### config.mk
export PLATFORM = sky130hd
export DESIGN_NAME = seq_shift_unit
export DESIGN_NICKNAME = d
export VERILOG_FILES = /design/src/rtl/seq_shift_pkg.sv /design/src/rtl/shift_step.sv /design/src/rtl/seq_shift_unit.sv
export SDC_FILE = /design/constraint.sdc
export NUM_CORES = 1
export LEC_CHECK = 0
export CORE_MARGIN = 4
export CORE_UTILIZATION = 39
export CTS_BUF_LIST = sky130_fd_sc_hd__clkbuf_16
export DETAILED_ROUTE_END_ITERATION = 6
export DONT_BUFFER_PORTS = 1
export PLACE_DENSITY = 0.61
export SYNTH_ARGS = -nofsm -noshare
export SYNTH_HDL_FRONTEND = slang
export SYNTH_SLANG_ARGS = --single-unit
### constraint.sdc
create_clock -name clock -period 1.46 [get_ports clock]
set_input_delay 0.073 -clock clock [delete_from_list [all_inputs] [get_ports clock]]
set_output_delay 0.073 -clock clock [all_outputs]
set_load 0.005 [all_outputs]
### src/rtl/seq_shift_pkg.sv
// Shared encodings for the sequential shift unit: shift modes and FSM states.
package seq_shift_pkg;

    localparam logic [2:0] MODE_ROL  = 3'd0;
    localparam logic [2:0] MODE_ROR  = 3'd1;
    localparam logic [2:0] MODE_LSL  = 3'd2;
    localparam logic [2:0] MODE_LSR  = 3'd3;
    localparam logic [2:0] MODE_ASR  = 3'd4;
    localparam logic [2:0] MODE_SSL  = 3'd5;
    localparam logic [2:0] MODE_SSR  = 3'd6;
    localparam logic [2:0] MODE_RSVD = 3'd7;

    typedef enum logic [1:0] {
        ST_IDLE  = 2'd0,
        ST_SHIFT = 2'd1,
        ST_DONE  = 2'd2
    } state_t;

endpackage

### src/rtl/shift_step.sv
// One-bit shift/rotate step: combinational next value and carry for a given mode.
module shift_step
    import seq_shift_pkg::*;
#(
    parameter int unsigned WIDTH = 8
) (
    input  logic [WIDTH-1:0] i_q,
    input  logic [2:0]       i_mode,
    input  logic             i_serial_in,
    input  logic             i_carry,
    output logic [WIDTH-1:0] o_q,
    output logic             o_carry
);

    always_comb begin
        o_q     = i_q;
        o_carry = i_carry;
        case (i_mode)
            MODE_ROL: begin
                o_q     = {i_q[WIDTH-2:0], i_q[WIDTH-1]};
                o_carry = i_q[WIDTH-1];
            end
            MODE_ROR: begin
                o_q     = {i_q[0], i_q[WIDTH-1:1]};
                o_carry = i_q[0];
            end
            MODE_LSL: begin
                o_q     = {i_q[WIDTH-2:0], 1'b0};
                o_carry = i_q[WIDTH-1];
            end
            MODE_LSR: begin
                o_q     = {1'b0, i_q[WIDTH-1:1]};
                o_carry = i_q[0];
            end
            MODE_ASR: begin
                o_q     = {i_q[WIDTH-1], i_q[WIDTH-1:1]};
                o_carry = i_q[0];
            end
            MODE_SSL: begin
                o_q     = {i_q[WIDTH-2:0], i_serial_in};
                o_carry = i_q[WIDTH-1];
            end
            MODE_SSR: begin
                o_q     = {i_serial_in, i_q[WIDTH-1:1]};
                o_carry = i_q[0];
            end
            default: begin
                // Reserved mode still consumes a step slot but leaves state untouched.
                o_q     = i_q;
                o_carry = i_carry;
            end
        endcase
    end

endmodule

### src/rtl/seq_shift_unit.sv
// WIDTH-bit load/shift register that runs a multi-bit shift one bit per clock
// under a start/busy/done handshake.
module seq_shift_unit
    import seq_shift_pkg::*;
#(
    parameter int unsigned WIDTH   = 8,
    parameter int unsigned COUNT_W = 4
) (
    input  logic               clock,
    input  logic               resetn,
    input  logic               ParallelLoadn,
    input  logic [WIDTH-1:0]   Data_IN,
    input  logic               start,
    input  logic [2:0]         mode,
    input  logic [COUNT_W-1:0] amount,
    input  logic               serial_in,
    output logic [WIDTH-1:0]   Q,
    output logic               carry_out,
    output logic               busy,
    output logic               done
);

    localparam logic [COUNT_W-1:0] ONE = COUNT_W'(1);

    state_t             r_state;
    state_t             w_state_next;
    logic [WIDTH-1:0]   r_q;
    logic               r_carry;
    logic [COUNT_W-1:0] r_count;
    logic [2:0]         r_mode;
    logic [WIDTH-1:0]   w_q_step;
    logic               w_carry_step;

    shift_step #(
        .WIDTH (WIDTH)
    ) u_step (
        .i_q         (r_q),
        .i_mode      (r_mode),
        .i_serial_in (serial_in),
        .i_carry     (r_carry),
        .o_q         (w_q_step),
        .o_carry     (w_carry_step)
    );

    always_ff @(posedge clock or negedge resetn) begin
        if (!resetn) begin
            r_state <= ST_IDLE;
        end else begin
            r_state <= w_state_next;
        end
    end

    always_comb begin
        w_state_next = r_state;
        case (r_state)
            ST_IDLE: begin
                // Load wins over start; a dropped start never leaves IDLE.
                if (ParallelLoadn && start) begin
                    w_state_next = (amount == '0) ? ST_DONE : ST_SHIFT;
                end
            end
            ST_SHIFT: begin
                if (r_count == ONE) begin
                    w_state_next = ST_DONE;
                end
            end
            ST_DONE: w_state_next = ST_IDLE;
            default: w_state_next = ST_IDLE;
        endcase
    end

    always_ff @(posedge clock or negedge resetn) begin
        if (!resetn) begin
            r_q     <= '0;
            r_carry <= 1'b0;
            r_count <= '0;
            r_mode  <= MODE_ROL;
        end else begin
            case (r_state)
                ST_IDLE: begin
                    if (!ParallelLoadn) begin
                        r_q     <= Data_IN;
                        r_carry <= 1'b0;
                    end else if (start) begin
                        r_mode  <= mode;
                        r_count <= amount;
                    end
                end
                ST_SHIFT: begin
                    r_q     <= w_q_step;
                    r_carry <= w_carry_step;
                    r_count <= r_count - ONE;
                end
                default: ;
            endcase
        end
    end

    assign Q         = r_q;
    assign carry_out = r_carry;
    assign busy      = (r_state != ST_IDLE);
    assign done      = (r_state == ST_DONE);

endmodule

# Word level (Yosys, flattened, before mapping)
# Cells that the tools add are included.
# W data, S select, Z words.
[word_totals]
latchBits = 0
memories = 0
regBits = 18
romBits = 0
ram_bits = 0
out_inout_bits = 11
[op_classes]
order_cmp = 0
add_sub_neg = 1
n_mux = 13
multipliers = 0
shifts = 0
reduce_logical = 14
div = 0
n_eq_ne = 18
bitwise_logic = 0
[ops]
columns = ["cell", "n"]
rows = [
  ["$pmux W8 S7", 1],
  ["$pmux W8 S2", 1],
  ["$ne A2 B2 Y1 const B", 6],
  ["$reduce_and A3 Y1", 4],
  ["$eq A3 B3 Y1 const B", 3],
  ["$mux W4", 2],
  ["$mux W8", 1],
  ["$ne A8 B1 Y1 const B", 1],
  ["$pmux W4 S2", 1],
  ["$ne A7 B1 Y1 const B", 1],
  ["$eq A3 B2 Y1 const B", 2],
  ["$mux W2", 3],
  ["$eq A4 B1 Y1 const B", 1],
  ["$logic_not A4 Y1", 1],
  ["$pmux W1 S2", 2],
  ["$pmux W2 S2", 1],
  ["$reduce_and A4 Y1", 1],
  ["$reduce_bool A2 Y1", 2],
  ["$reduce_or A4 Y1", 1],
  ["$sub A4 B1 Y4 const B", 1],
  ["$eq A3 B1 Y1 const B", 1],
  ["$logic_not A3 Y1", 1],
  ["$ne A3 B3 Y1 const B", 1],
  ["$reduce_or A3 Y1", 1],
  ["other kinds (6)", 6],
]

# Logic depth before layout (Yosys ltp)
# Gate-level depths: netlist of the first run.
[logic_depth]
ltp_word = 4
mapped_depth = 6
ltp_nobuf = 5

# By module
# From an unflattened synthesis of the first run, not the netlist that was laid out.
[hier_totals]
cells_unflattened = 147
hier_area_um2 = 1387.6
[modules_own_cells]
columns = ["module", "area_each_um2", "cells_per_inst", "instances", "seq_area_each_um2"]
rows = [
  ["seq_shift_unit", 975.9, 94, 1, 450.4],
  ["shift_step", 411.6, 53, 1, 0.0],
]

# Worst setup path after synthesis of the first run
# OpenSTA, ideal clock, no wires.
[synth_path]
path_kind = "register to register"
start = "reg r_mode[2]"
end = "reg r_q[3] (netlist: Q[3])"
path_slack_ps = 41
n_path_buf = 2
arrival_ps = 1286
path_stages_with_launch = 7
setup_ps = 132
t_required_ps = 1328
path_cell_list = "dfrtp_1 -> buf_2 -> xnor2_2 -> buf_2 -> nor2b_1 -> a211oi_1 -> o22ai_1"
[synth_between]
elab_chain_cells = 3
word_cells_on_any_way = 11
[synth_lines]
columns = ["element", "line", "text"]
rows = [
  ["start: declaration", "seq_shift_unit.sv:30", "logic [2:0] r_mode;"],
  ["start signal: assignment", "seq_shift_unit.sv:85", "r_mode <= mode;"],
  ["$eq A3 B3 Y1 (tied with other cells)", "shift_step.sv:18", "case (i_mode)"],
  ["$pmux W8 S7 / $ne A8 B1 Y1 (equally long branches)", "--", ""],
  ["$pmux W8 S2 / $reduce_and A3 Y1 (equally long branches)", "--", ""],
  ["end signal: assignment", "seq_shift_unit.sv:82", "r_q <= Data_IN;"],
  ["end signal: assignment", "seq_shift_unit.sv:90", "r_q <= w_q_step;"],
  ["end: declaration", "seq_shift_unit.sv:27", "logic [WIDTH-1:0] r_q;"],
]
# Parallel ways exist; a longest one is shown, timed or not.
# A chain may end at the register's enable or synchronous reset.

# Final worst setup path of the first run
[layout_path]
start = "reg r_state[0]"
end = "reg r_mode[0]"
[layout_between]
elab_chain_cells = 2
[layout_lines]
columns = ["element", "line", "text"]
rows = [
  ["start: declaration", "seq_shift_unit.sv:25", "state_t r_state;"],
  ["start signal: assignment", "seq_shift_unit.sv:49", "r_state <= w_state_next;"],
  ["$logic_not A2 Y1", "seq_shift_unit.sv:79", "case (r_state)"],
  ["$reduce_and A3 Y1 (no source line)", "--", ""],
]
# No other way between the ends.

==> results.md, run 1 <==
- Status: completed
- Final wirelength: 2665 um
- Hold WC Path Type: input port to flip-flop
- Cell with the most instances after synthesis: dfrtp_1
- DRT iter0 DRCs: 58
- Via count: 992
- Synth async-reset ratio: 100.0%
- Crit. End Element: flip-flop
- WP data required: 1590 ps
- Slew Viols, Final: 0
- Clock-pin slew on the worst setup and hold paths: 50 ps
- Leakage power: 0.5849 nW
- Grt ovf: 0
- Placement Setup Slack: 52.28 ps
- Finish-stage setup viols: 0
- PD cells: 2547 nW/um^2
- # rows: 19
- Clock sinks: 18
- Crit Path Class: flip-flop to flip-flop
- VDD IR max: 1.058 mV
- Layout area overhead: 19.83%
- First-pass GRT wire length: 4547 um
- Area contributors post-synth: dfrtp_1 39%, nor2b_1 5.9%, mux2_2 3.9%, a211oi_1 3.2%, inv_1 3.2%
- Setup ws final: 66.88 ps
- Share of cells above drive strength 1: 22.86%
- Most frequent cells after synthesis: 18 x dfrtp_1, 11 x nor2b_1, 10 x inv_1
- Die span in y: 62.71 um
- TritonCTS clock tree: yes
- GRT Total Usage: 14.56%
- Vias per cell: 5.801
- DR pass1 iterations: 4
- Final Hold Fails: 0
- Skew final: 1.630 ps
- ANT nets after route: 0
- Sequential share of power: 31.3%
- Yosys top cell area share: 38.59%
- I/O Buffers: 0
- Sequential cell area fraction in the yosys report: 38.59%
- Max cap viols: 0
- Area leader, netlist: dfrtp_1
- Least-Margin Pin Slew: 851.5 ps
- CTS Buf Count: 3
- Post-route DRC: 0
- Critical Path Start Type: flip-flop
- Synth Flop Type: dfrtp_1
- RSZ-0062 raised after global routing: false
- WL per Instance: 15.58 um
- Core Footprint: 2805 sq um
- Syn_nets: 149
- Crit share post-route: 95.42%
- Die Area: 3933 sq um
- Final Core Density: 49.87%
- CTS root buf: clkbuf_16
- Sum of negative setup slack: 0 ps
- FILL cells: 279
- Fmax: 717.8 MHz
- Io pins: 31
- Layout net count: 163
- Final Wtd Congestion: 0.7858
- Die W: 62.71 um
- CP Max Fanout: 5
- CP Data Arrival Time: 1530 ps
- Post-route minimum period: 1393 ps
- Relative slew slack: 43.05%
- Worst skew pair latency: 250 ps
- Comb pwr share: 53.1%
- Sw Pwr: 0.001448 W
- EDFF count, synth: 0
- Ant diodes: 0
- Starting Density: 41.61%
- Initial antenna violation count: 0
- DPL Wire Length: 1965 um
- Syn. warnings: 0
- Switching share of total power: 40.63%
- Post-Syn Instances: 127
- Max Root-Sink Buffers: 2
- Synth Cell Area: 1167 sq um
- Vias in the first global route: 1010
- Largest net degree at the start of global routing: 19
- Synth Register Bits: 18
- Clk pwr share: 15.6%
- Netlist cell types: 41
- Syn Area/Cell: 9.192 sq um
- Htree depth: 1
- P_int: 0.002115 W
==> power groups by stage <==
stage	Combinational, W	Clock (W)	Sequential, W
final	0.00189	0.000555	0.00111
after global routing	0.00211	0.000588	0.00117
after CTS	0.00186	0.000570	0.00111
after detailed placement	0.00183	0	0.00112
after global placement	0.00179	0	0.00110
after floorplan	0.00149	0	0.000989
==> area by class of cell <==
class | count | area, sq um | area share (%)
Clock buffer | 3 | 75.07 | 5.367
Clock inverter | 1 | 3.754 | 0.2683
Inverter | 10 | 37.54 | 2.683
Multi-Input combinational cell | 90 | 639.4 | 45.71
Sequential cell | 18 | 452.9 | 32.38
Tap cell | 31 | 38.79 | 2.773
Timing Repair Buffer | 18 | 151.4 | 10.82
==> state kept, by name, indices dropped and copies added, names as in the netlist <==
register   cells
Q              8
carry_out      1
r_count        4
r_mode         3
r_state        2
==> worst max-delay path, stage by stage, from the launching register on <==
cell,delay (ps)
dfrtp_1,410
or2_2,350
nor2_4,160
mux2_2,350
==> worst paths after layout <==
check / start / to / slack, ps / cells after the start
max: r_state[0] / r_mode[0] / 70 / 3
min: Data_IN[4] / Q[4] / 9 / 2
max reg2reg: r_state[0] / r_mode[0] / 70 / 3
min in group asynchronous: resetn / carry_out / 380 / 1
max in group asynchronous: resetn / r_mode[2] / 500 / 1
min reg2reg: r_count[0] / r_count[0] / 560 / 1
==> stage by stage <==
| stage | power [W] | cell area, sq um | std cells | hold slack, ps |
|---|---|---|---|---|
| after global placement | 0.002889 | 1251 | 162 | -221.9 |
| after CTS | 0.003545 | 1380 | 171 | 6.639 |
| final | 0.003563 | 1399 | 171 | 8.861 |
| after floorplan | 0.002475 | 1167 | 127 | -222.6 |
| after detailed placement | 0.002949 | 1251 | 162 | -222.0 |
| after global routing | 0.003861 | 1399 | 171 | 23.16 |
==> cell usage in the layout (no fill, tap or decap), types with 2 or more instances in the layout <==
| cell type | n |
|---|---|
| a211oi_1 | 5 |
| a21oi_1 | 7 |
| a31oi_1 | 3 |
| buf_4 | 12 |
| clkbuf_16 | 3 |
| dfrtp_1 | 16 |
| dfrtp_2 | 2 |
| dlygate4sd3_1 | 5 |
| ha_1 | 2 |
| inv_1 | 10 |
| mux2_2 | 4 |
| nand2_1 | 4 |
| nand3b_1 | 2 |
| nor2_1 | 8 |
| nor2b_1 | 11 |
| nor3_1 | 4 |
| o21ai_0 | 6 |
| o21ai_1 | 4 |
| o22ai_1 | 5 |
==> routing by layer <==
metal | global-route usage [%] | up-vias | share of wire, %
met1 | 16.65 | 477 | 45
met5 | 0 | - | 0
met2 | 24.10 | 25 | 46
met4 | 7.438 | 0 | 2.1
li1 | - | 485 | -
met3 | 4.856 | 5 | 6.9
==> cell families after synthesis <==
logic type / Yosys count / share of synthesized area, %
fa+ha+maj: 2 / 2.143
flops: 18 / 38.59
xor+xnor: 2 / 2.144
compound gates: 44 / 26.80
simple gates: 37 / 17.90
buf+inv: 19 / 7.716
mux: 5 / 4.716
==> what timing repair did <==
item                                   4_1_cts  5_1_grt
setup buffers                                0        0
resized for setup                            0        5
endpoints found under the hold margin       22        0
hold buffers                                 5        0
setup endpoints to repair                    0       10
Note: power is estimated with default switching activity, not from simulation.
==> run 2: changes to the inputs <==
--- a/config.mk
+++ b/config.mk
@@ -10,7 +10,9 @@
 export CTS_BUF_LIST = sky130_fd_sc_hd__clkbuf_16
 export DETAILED_ROUTE_END_ITERATION = 6
 export DONT_BUFFER_PORTS = 1
+export HOLD_SLACK_MARGIN = 0.05
 export PLACE_DENSITY = 0.61
 export SYNTH_ARGS = -nofsm -noshare
 export SYNTH_HDL_FRONTEND = slang
+export SYNTH_HIERARCHICAL = 1
 export SYNTH_SLANG_ARGS = --single-unit
==> run 2 against run 1 <==
  * Global-route usage up 1.7 points
  * Sequential share of layout area down 5.4 points
  * Synthesized cell count up 16%
  * Setup slack better by 7.8 ps
  * Clock power down 3%
  * First-iteration DRC count up 84%
  * Register-to-register slack about the same
  * Cell count up 23%
  * Sequential power up 5%
  * Clock skew about the same
  * Critical path depth up 3
  * Critical endpoint is now Q[5]
  * Largest power group unchanged
==> results.md, run 2 <==
- EDFF count, synth: 0 (unchanged)
- Crit Path Class: flip-flop to flip-flop
- Crit-path cells: clkbuf_4, mux2i_1, a21oi_1, o21bai_1, a22oi_1, o21ai_0
- Ant diodes: 0 (unchanged)
- Skew final: 1.595 ps (-0.03467 ps)
- Clock-pin slew on the worst setup and hold paths: 50 ps (about the same)
- Slew Viols, Final: 0 (unchanged)
- Area leader, netlist: dfrtp_1
- Crit. End Element: flip-flop
- Core Footprint: 3390 sq um (+21%)
- Least-Margin Pin Slew: 846.1 ps (-5.446 ps)
- Max Root-Sink Buffers: 2 (unchanged)
- Fmax: 721.8 MHz (+0.56%)
- Grt met3 use: 2.995% (-1.9 points)
- RSZ-0062 raised after global routing: false
- Yosys top cell area share: 32.46% (-6.1 points)
- FILL cells: 321 (+15%)
- Most frequent cells after synthesis: 19 x mux2i_1, 19 x o21ai_0, 18 x dfrtp_1
- Commonest non-fill, non-tap cell in the layout: mux2i_1
- Worst reg-to-reg path cell count: 6 (+3)
- First-pass GRT wire length: 5720 um (+26%)
- Synth Flop Type: dfrtp_1
- CTS root buf: clkbuf_16
- Die span in y: 67.65 um (+7.9%)
- I/O Buffers: 0 (unchanged)
- Io pins: 31 (unchanged)
- Critical Path Start Type: flip-flop
- Final wirelength: 3479 um (+31%)
- Post-route minimum period: 1385 ps (-7.760 ps)
- Slowest CP cell: dfrtp_2
- Setup ws final: 74.64 ps (+7.760 ps)
- Syn Area/Cell: 9.439 sq um (+2.7%)
- Worst R2R Setup Slack: 70 ps (about the same)
- Placed Cells: 196 (+21%)
- Post-route DRC: 0 (unchanged)
- Die W: 67.65 um (+7.9%)
- Gr busiest metal: met2
- Clock sinks: 18 (unchanged)
- WP data required: 1580 ps (about the same)
- Finish-stage setup viols: 0 (unchanged)
- Sequential share of power: 31.0% (-0.3 points)
- VDD IR max: 0.7316 mV (-31%)
- PD cells: 2246 nW/um^2 (-12%)
- Share of cells above drive strength 1: 22.42% (-0.43 points)
- CP Max Fanout: 5 (unchanged)
- Grt ovf: 0 (unchanged)
- Sw Pwr: 0.001564 W (+8.0%)
- WL per Instance: 16.49 um (+5.8%)
- Htree depth: 1 (unchanged)
- Reg2reg end: Q[5]
- Met1 GRT Util: 19.31% (+2.7 points)
- Area contributors post-synth: dfrtp_1 32%, mux2i_1 14%, a22oi_1 9.2%, o21ai_0 6.9%, a21oi_1 4.0%
- DRT iter0 DRCs: 107 (+84%)
- Comb pwr share: 54.6% (+1.5 points)
- Crit share post-route: 94.89% (-0.53 points)
- Status: completed
- Worst Setup SP: r_mode[1]
- Reg2reg start: r_mode[1]
- Placement Setup Slack: -35.14 ps (-87.41 ps)
- ANT nets after route: 0 (unchanged)
- DPL Wire Length: 2477 um (+26%)
- Total power: 0.003777 W (+6.0%)
- Via count: 1239 (+25%)
- Clk pwr share: 14.3% (-1.3 points)
- Leakage power: 0.7296 nW (+25%)
- Final Wtd Congestion: 0.8092 (+3.0%)
- Top delay family on crit path: compound AO/OA/AOI/OAI gates
- Slowest stage delay, CP: 390 ps (-20 ps)
- Fin cells: 211 (+23%)
- # rows: 21 (+2)
- Synth async-reset ratio: 100.0% (unchanged)
- Met2 GRT Util: 27.95% (+3.8 points)
- WP buf/inv: 1 (+1)
- Syn. warnings: 6 (+6)
- P_int: 0.002213 W (+4.6%)
- Final Core Density: 49.61% (-0.25 points)
- Relative slew slack: 43.41% (+0.36 points)
- Final Hold Fails: 0 (unchanged)
- Switching share of total power: 41.40% (+0.77 points)
- Starting Density: 40.94% (-0.68 points)
- CTS Buf Count: 3 (unchanged)
- GRT Total Usage: 16.27% (+1.7 points)
- Initial antenna violation count: 0 (unchanged)
- Largest net degree at the start of global routing: 23 (+4)
- Die Area: 4577 sq um (+16%)
- Synth Cell Area: 1388 sq um (+19%)
- DR pass1 iterations: 4 (unchanged)
- Vias per cell: 5.872 (+1.2%)
- Levels on crit path: 6 (+3)
- TritonCTS clock tree: yes
- Max reg flops: 8 (unchanged)
- CP Data Arrival Time: 1510 ps (-20 ps)
- Hold WC Path Type: input port to flip-flop
- Vias in the first global route: 1275 (+26%)
- Syn_nets: 169 (+13%)
- Post-Syn Instances: 147 (+16%)
- Layout area overhead: 21.19%
- Layout net count: 189 (+16%)
- Critical path destination: Q[5]
- Sequential cell area fraction in the yosys report: 32.46% (-6.1 points)
- Worst skew pair latency: 250 ps (about the same)
- Netlist cell types: 40 (-2.4%)
- Commonest cells after routing, fill and taps aside: 19 x mux2i_1, 17 x a22oi_1, 15 x dfrtp_1, 15 x buf_4, 14 x o21ai_0
- Max cap viols: 0 (unchanged)
- Synth Register Bits: 18 (unchanged)
## run 2: cell types whose count changed after synthesis, sizes merged, moves of 7 or more
cell,before,now
mux2i,1,19
a22oi,1,17
o21ai,10,20
nor2,10,2
nor2b,11,4
o21bai,0,7
## run 2: metal layers
layer | share of wire [%] | routed length, um | up-vias
met3 | 5.6 | 194 | 4
met5 | 0 | 0 | -
li1 | - | - | 597
met4 | 1.1 | 39 | 0
met2 | 51 | 1783 | 33
met1 | 42 | 1461 | 605
## run 2: final cells by class
type | count | area (sq um) | share of cell area [%]
Clock buffer | 3 | 75.07 | 4.464
Inverter | 5 | 18.77 | 1.116
Multi-Input combinational cell | 113 | 845.8 | 50.30
Sequential cell | 18 | 454.2 | 27.01
Tap cell | 46 | 57.56 | 3.423
Timing Repair Buffer | 26 | 230.2 | 13.69
## run 2: worst reg2reg max path: stages, from the launching register on
cell	delay, ps
dfrtp_2	390
clkbuf_4	180
mux2i_1	200
a21oi_1	80
o21bai_1	160
a22oi_1	150
o21ai_0	100
## run 2: repair_timing
action                     in CTS  in global routing
gates resized for setup         2                  8
hold buffers                    9                  0
buffers inserted                0                  3
setup endpoints to repair      10                  7
cloned                          0                  0
hold endpoints to repair       26                  0
## run 2: kinds of logic after synthesis
logic type / synth area share (%)
AO/OA/AOI/OAI: 28.58
adder cells (fa/ha/maj): 1.803
buffers and inverters: 6.763
flip-flops: 32.46
multiplexers: 17.22
AND/OR/NAND/NOR: 13.17
## run 2: power groups by stage
| stage | clock [W] | sequential, W | combinational (W) |
|---|---|---|---|
| after floorplan | 0 | 0.00102 | 0.00156 |
| final | 0.000541 | 0.00117 | 0.00206 |
| after detailed placement | 0 | 0.00120 | 0.00191 |
| after global placement | 0 | 0.00118 | 0.00186 |
| after global routing | 0.000576 | 0.00122 | 0.00230 |
| after CTS | 0.000559 | 0.00120 | 0.00195 |
## run 2: worst min-delay path by stage
stage | start | end | slack [ps] | cells past startpoint
detailed placement | resetn | Q[3] | -220 | 0
CTS | Data_IN[6] | Q[6] | 50 | 2
global placement | resetn | Q[2] | -220 | 0
global route | ParallelLoadn | Q[7] | 60 | 2
floorplan | resetn | Q[0] | -220 | 0
finish | ParallelLoadn | Q[7] | 50 | 2
## run 2: metrics by stage
| step | area, sq um | hold slack (ps) | setup TNS (ps) |
|---|---|---|---|
| 6_report | 1682 | 45.11 | 0 |
| 5_1_grt | 1682 | 64.36 | 0 |
| 4_1_cts | 1657 | 52.28 | 0 |
| 3_5_place_dp | 1488 | -222.2 | -71.39 |
| 3_3_place_gp | 1488 | -222.2 | 0 |
| 2_1_floorplan | 1388 | -222.6 | 0 |
==> run 3: changes to the inputs <==
--- a/config.mk
+++ b/config.mk
@@ -5,13 +5,12 @@
 export SDC_FILE = /design/constraint.sdc
 export NUM_CORES = 1
 export LEC_CHECK = 0
-export CORE_MARGIN = 4
 export CORE_UTILIZATION = 39
 export CTS_BUF_LIST = sky130_fd_sc_hd__clkbuf_16
 export DETAILED_ROUTE_END_ITERATION = 6
 export DONT_BUFFER_PORTS = 1
 export HOLD_SLACK_MARGIN = 0.05
-export PLACE_DENSITY = 0.61
+export PLACE_DENSITY = 0.59
 export SYNTH_ARGS = -nofsm -noshare
 export SYNTH_HDL_FRONTEND = slang
 export SYNTH_HIERARCHICAL = 1
==> constraint.sdc (replaced) <==
create_clock -name clock -period 1.4 [get_ports clock]
set_input_delay 0.07 -clock clock [delete_from_list [all_inputs] [get_ports clock]]
set_output_delay 0.07 -clock clock [all_outputs]
set_load 0.005 [all_outputs]
==> run 3 against run 2 <==
  * The run now ends with negative setup slack left
  * Worst hold slack worse by 17 ps
  * Cell count is 5.2% higher
  * Setup slack worse by 94 ps
  * Largest cell class unchanged
  * Critical path type unchanged
  * Non-clock buffer count is 10 higher
  * Power is 12% higher
  * Clock power is 7.0% higher
==> results.md, run 3 (synthesis gave the netlist of run 2 again) <==
- Comb pwr share: 57.6% (+3.0 points)
- Layout area overhead: 31.29%
- First-pass GRT wire length: 5492 um (-4.0%)
- Final Wtd Congestion: 0.7851 (-3.0%)
- Via count: 1298 (+4.8%)
- TritonCTS clock tree: yes
- Ant diodes: 0 (unchanged)
- Hold WC Path Type: input port to flip-flop
- Share of cells above drive strength 1: 25.00% (+2.6 points)
- Leakage power: 0.7908 nW (+8.4%)
- Sw Pwr: 0.001721 W (+10%)
- Setup ws final: -18.96 ps (-93.60 ps)
- Crit share post-route: 101.4% (+6.5 points)
- CP Data Arrival Time: 1550 ps (+40 ps)
- GRT Total Usage: 19.85% (+3.6 points)
- Die span in y: 61.65 um (-8.9%)
- Least-Margin Pin Slew: 861.7 ps (+15.63 ps)
- P_int: 0.002503 W (+13%)
- Final Hold Fails: 0 (unchanged)
- Max cap viols: 0 (unchanged)
- Vias per cell: 5.847 (-0.43%)
- Core Footprint: 3363 sq um (-0.78%)
- Starting Density: 41.26% (+0.32 points)
- Fmax: 704.7 MHz (-2.4%)
- Commonest non-fill, non-tap cell in the layout: mux2i_1
- Worst skew pair latency: 250 ps (about the same)
- VDD IR max: 0.9524 mV (+30%)
- Total power: 0.004224 W (+12%)
- # rows: 21 (unchanged)
- Final wirelength: 3529 um (+1.4%)
- DPL Wire Length: 2275 um (-8.2%)
- RSZ-0062 raised after global routing: true
- PD cells: 2319 nW/um^2 (+3.2%)
- Initial antenna violation count: 0 (unchanged)
- Fin cells: 222 (+5.2%)
- CP Max Fanout: 6 (+1)
- Sequential share of power: 28.7% (-2.3 points)
- Largest net degree at the start of global routing: 23 (unchanged)
- Placed cell area: 1503 sq um (+1.0%)
- Failing checks: negative setup slack
- Die Area: 3801 sq um (-17%)
- WL per Instance: 15.90 um (-3.6%)
- Crit Path Class: flip-flop to flip-flop
- CTS root buf: clkbuf_16
- Clk pwr share: 13.7% (-0.6 points)
- Layout net count: 199 (+5.3%)
- Io pins: 31 (unchanged)
- DR pass1 iterations: 5 (+1)
- Skew final: 3.563 ps (+1.967 ps)
- Crit. End Element: flip-flop
- Switching share of total power: 40.74% (-0.66 points)
- Sum of negative setup slack: -18.96 ps (-18.96 ps)
- Status: complete, but fails checks
- DRT iter0 DRCs: 70 (-35%)
- Max Root-Sink Buffers: 2 (unchanged)
- Clock sinks: 18 (unchanged)
- WP data required: 1530 ps (-50 ps)
- Slew Viols, Final: 0 (unchanged)
- ANT nets after route: 0 (unchanged)
- Placed Cells: 198 (+1.0%)
- Post-route minimum period: 1419 ps (+33.60 ps)
- I/O Buffers: 0 (unchanged)
- Die W: 61.65 um (-8.9%)
- Post-route DRC: 0 (unchanged)
- Grt ovf: 0 (unchanged)
- Critical Path Start Type: flip-flop
- Htree depth: 1 (unchanged)
- Vias in the first global route: 1125 (-12%)
- Commonest cells after routing, fill and taps aside: 19 x mux2i_1, 16 x a22oi_1, 16 x buf_4
- CTS Buf Count: 3 (unchanged)
- Finish-stage setup viols: 1 (+1)
- Post-route cell area: 1822 sq um (+8.3%)
- Max reg flops: 8 (unchanged)
- Relative slew slack: 42.36% (-1.0 points)
- FILL cells: 308 (-4.0%)
- Clock-pin slew on the worst setup and hold paths: 50 ps (about the same)
==> run 3: per-layer routing <==
metal / global-route usage, % / part of all wire, % / vias to the layer above
met5: 0 / 0 / -
met4: 6.667 / 1.1 / 0
met3: 4.202 / 5.1 / 4
met2: 31.18 / 49 / 34
met1: 27.14 / 44 / 641
li1: - / - / 619
==> run 3: worst paths after layout <==
check | start | to | slack [ps] | depth (start not counted)
worst max-delay path | r_mode[1] | Q[3] | -20 | 7
worst min-delay path | ParallelLoadn | Q[7] | 30 | 2
worst max register to register | r_mode[1] | Q[3] | -20 | 7
worst min register to register | carry_out | carry_out | 570 | 2
max in group asynchronous | resetn | r_mode[1] | 440 | 1
min in group asynchronous | resetn | Q[7] | 380 | 1
==> run 3: layout make-up <==
cell class	instances	area, sq um	area share, %
Multi-Input combinational cell	113	858.3	47.12
Sequential cell	18	454.2	24.93
Tap cell	46	57.56	3.159
Clock inverter	1	3.754	0.2060
Clock buffer	3	75.07	4.121
Inverter	5	18.77	1.030
Timing Repair Buffer	36	354.1	19.44
==> run 3: timing repair <==
item,in CTS,in global routing
cloned,0,1
resized for setup,5,14
setup endpoints to repair,12,8
buffers inserted,0,4
hold buffers,13,2
pin swaps,0,2
endpoints found under the hold margin,29,2
==> run 3: worst max-delay path: stages (launching register included) <==
cell and delay (ps):
dfrtp_2 420, buf_12 140, buf_4 130, mux2i_1 140
a21oi_1 80, o21bai_1 150, a22oi_1 160, o21ai_1 80
==> run 3: per-stage QoR <==
step	utilization, %	setup WS (ps)	hold WS, ps
2_1_floorplan	-	89.45	-225.6
3_3_place_gp	44.68	-77.83	-225.2
3_5_place_dp	44.68	-115.5	-225.3
4_1_cts	51.04	0.6193	50.18
5_1_grt	54.17	-70.46	50.98
6_report	54.17	-18.96	27.87
==> run 3: power groups by stage <==
stage | Clock (W) | Combinational (W) | Sequential (W)
finish | 0.000579 | 0.00243 | 0.00121
detailed placement | 0 | 0.00202 | 0.00123
global placement | 0 | 0.00198 | 0.00123
global route | 0.000619 | 0.00267 | 0.00127
CTS | 0.000584 | 0.00208 | 0.00124
floorplan | 0 | 0.00163 | 0.00107
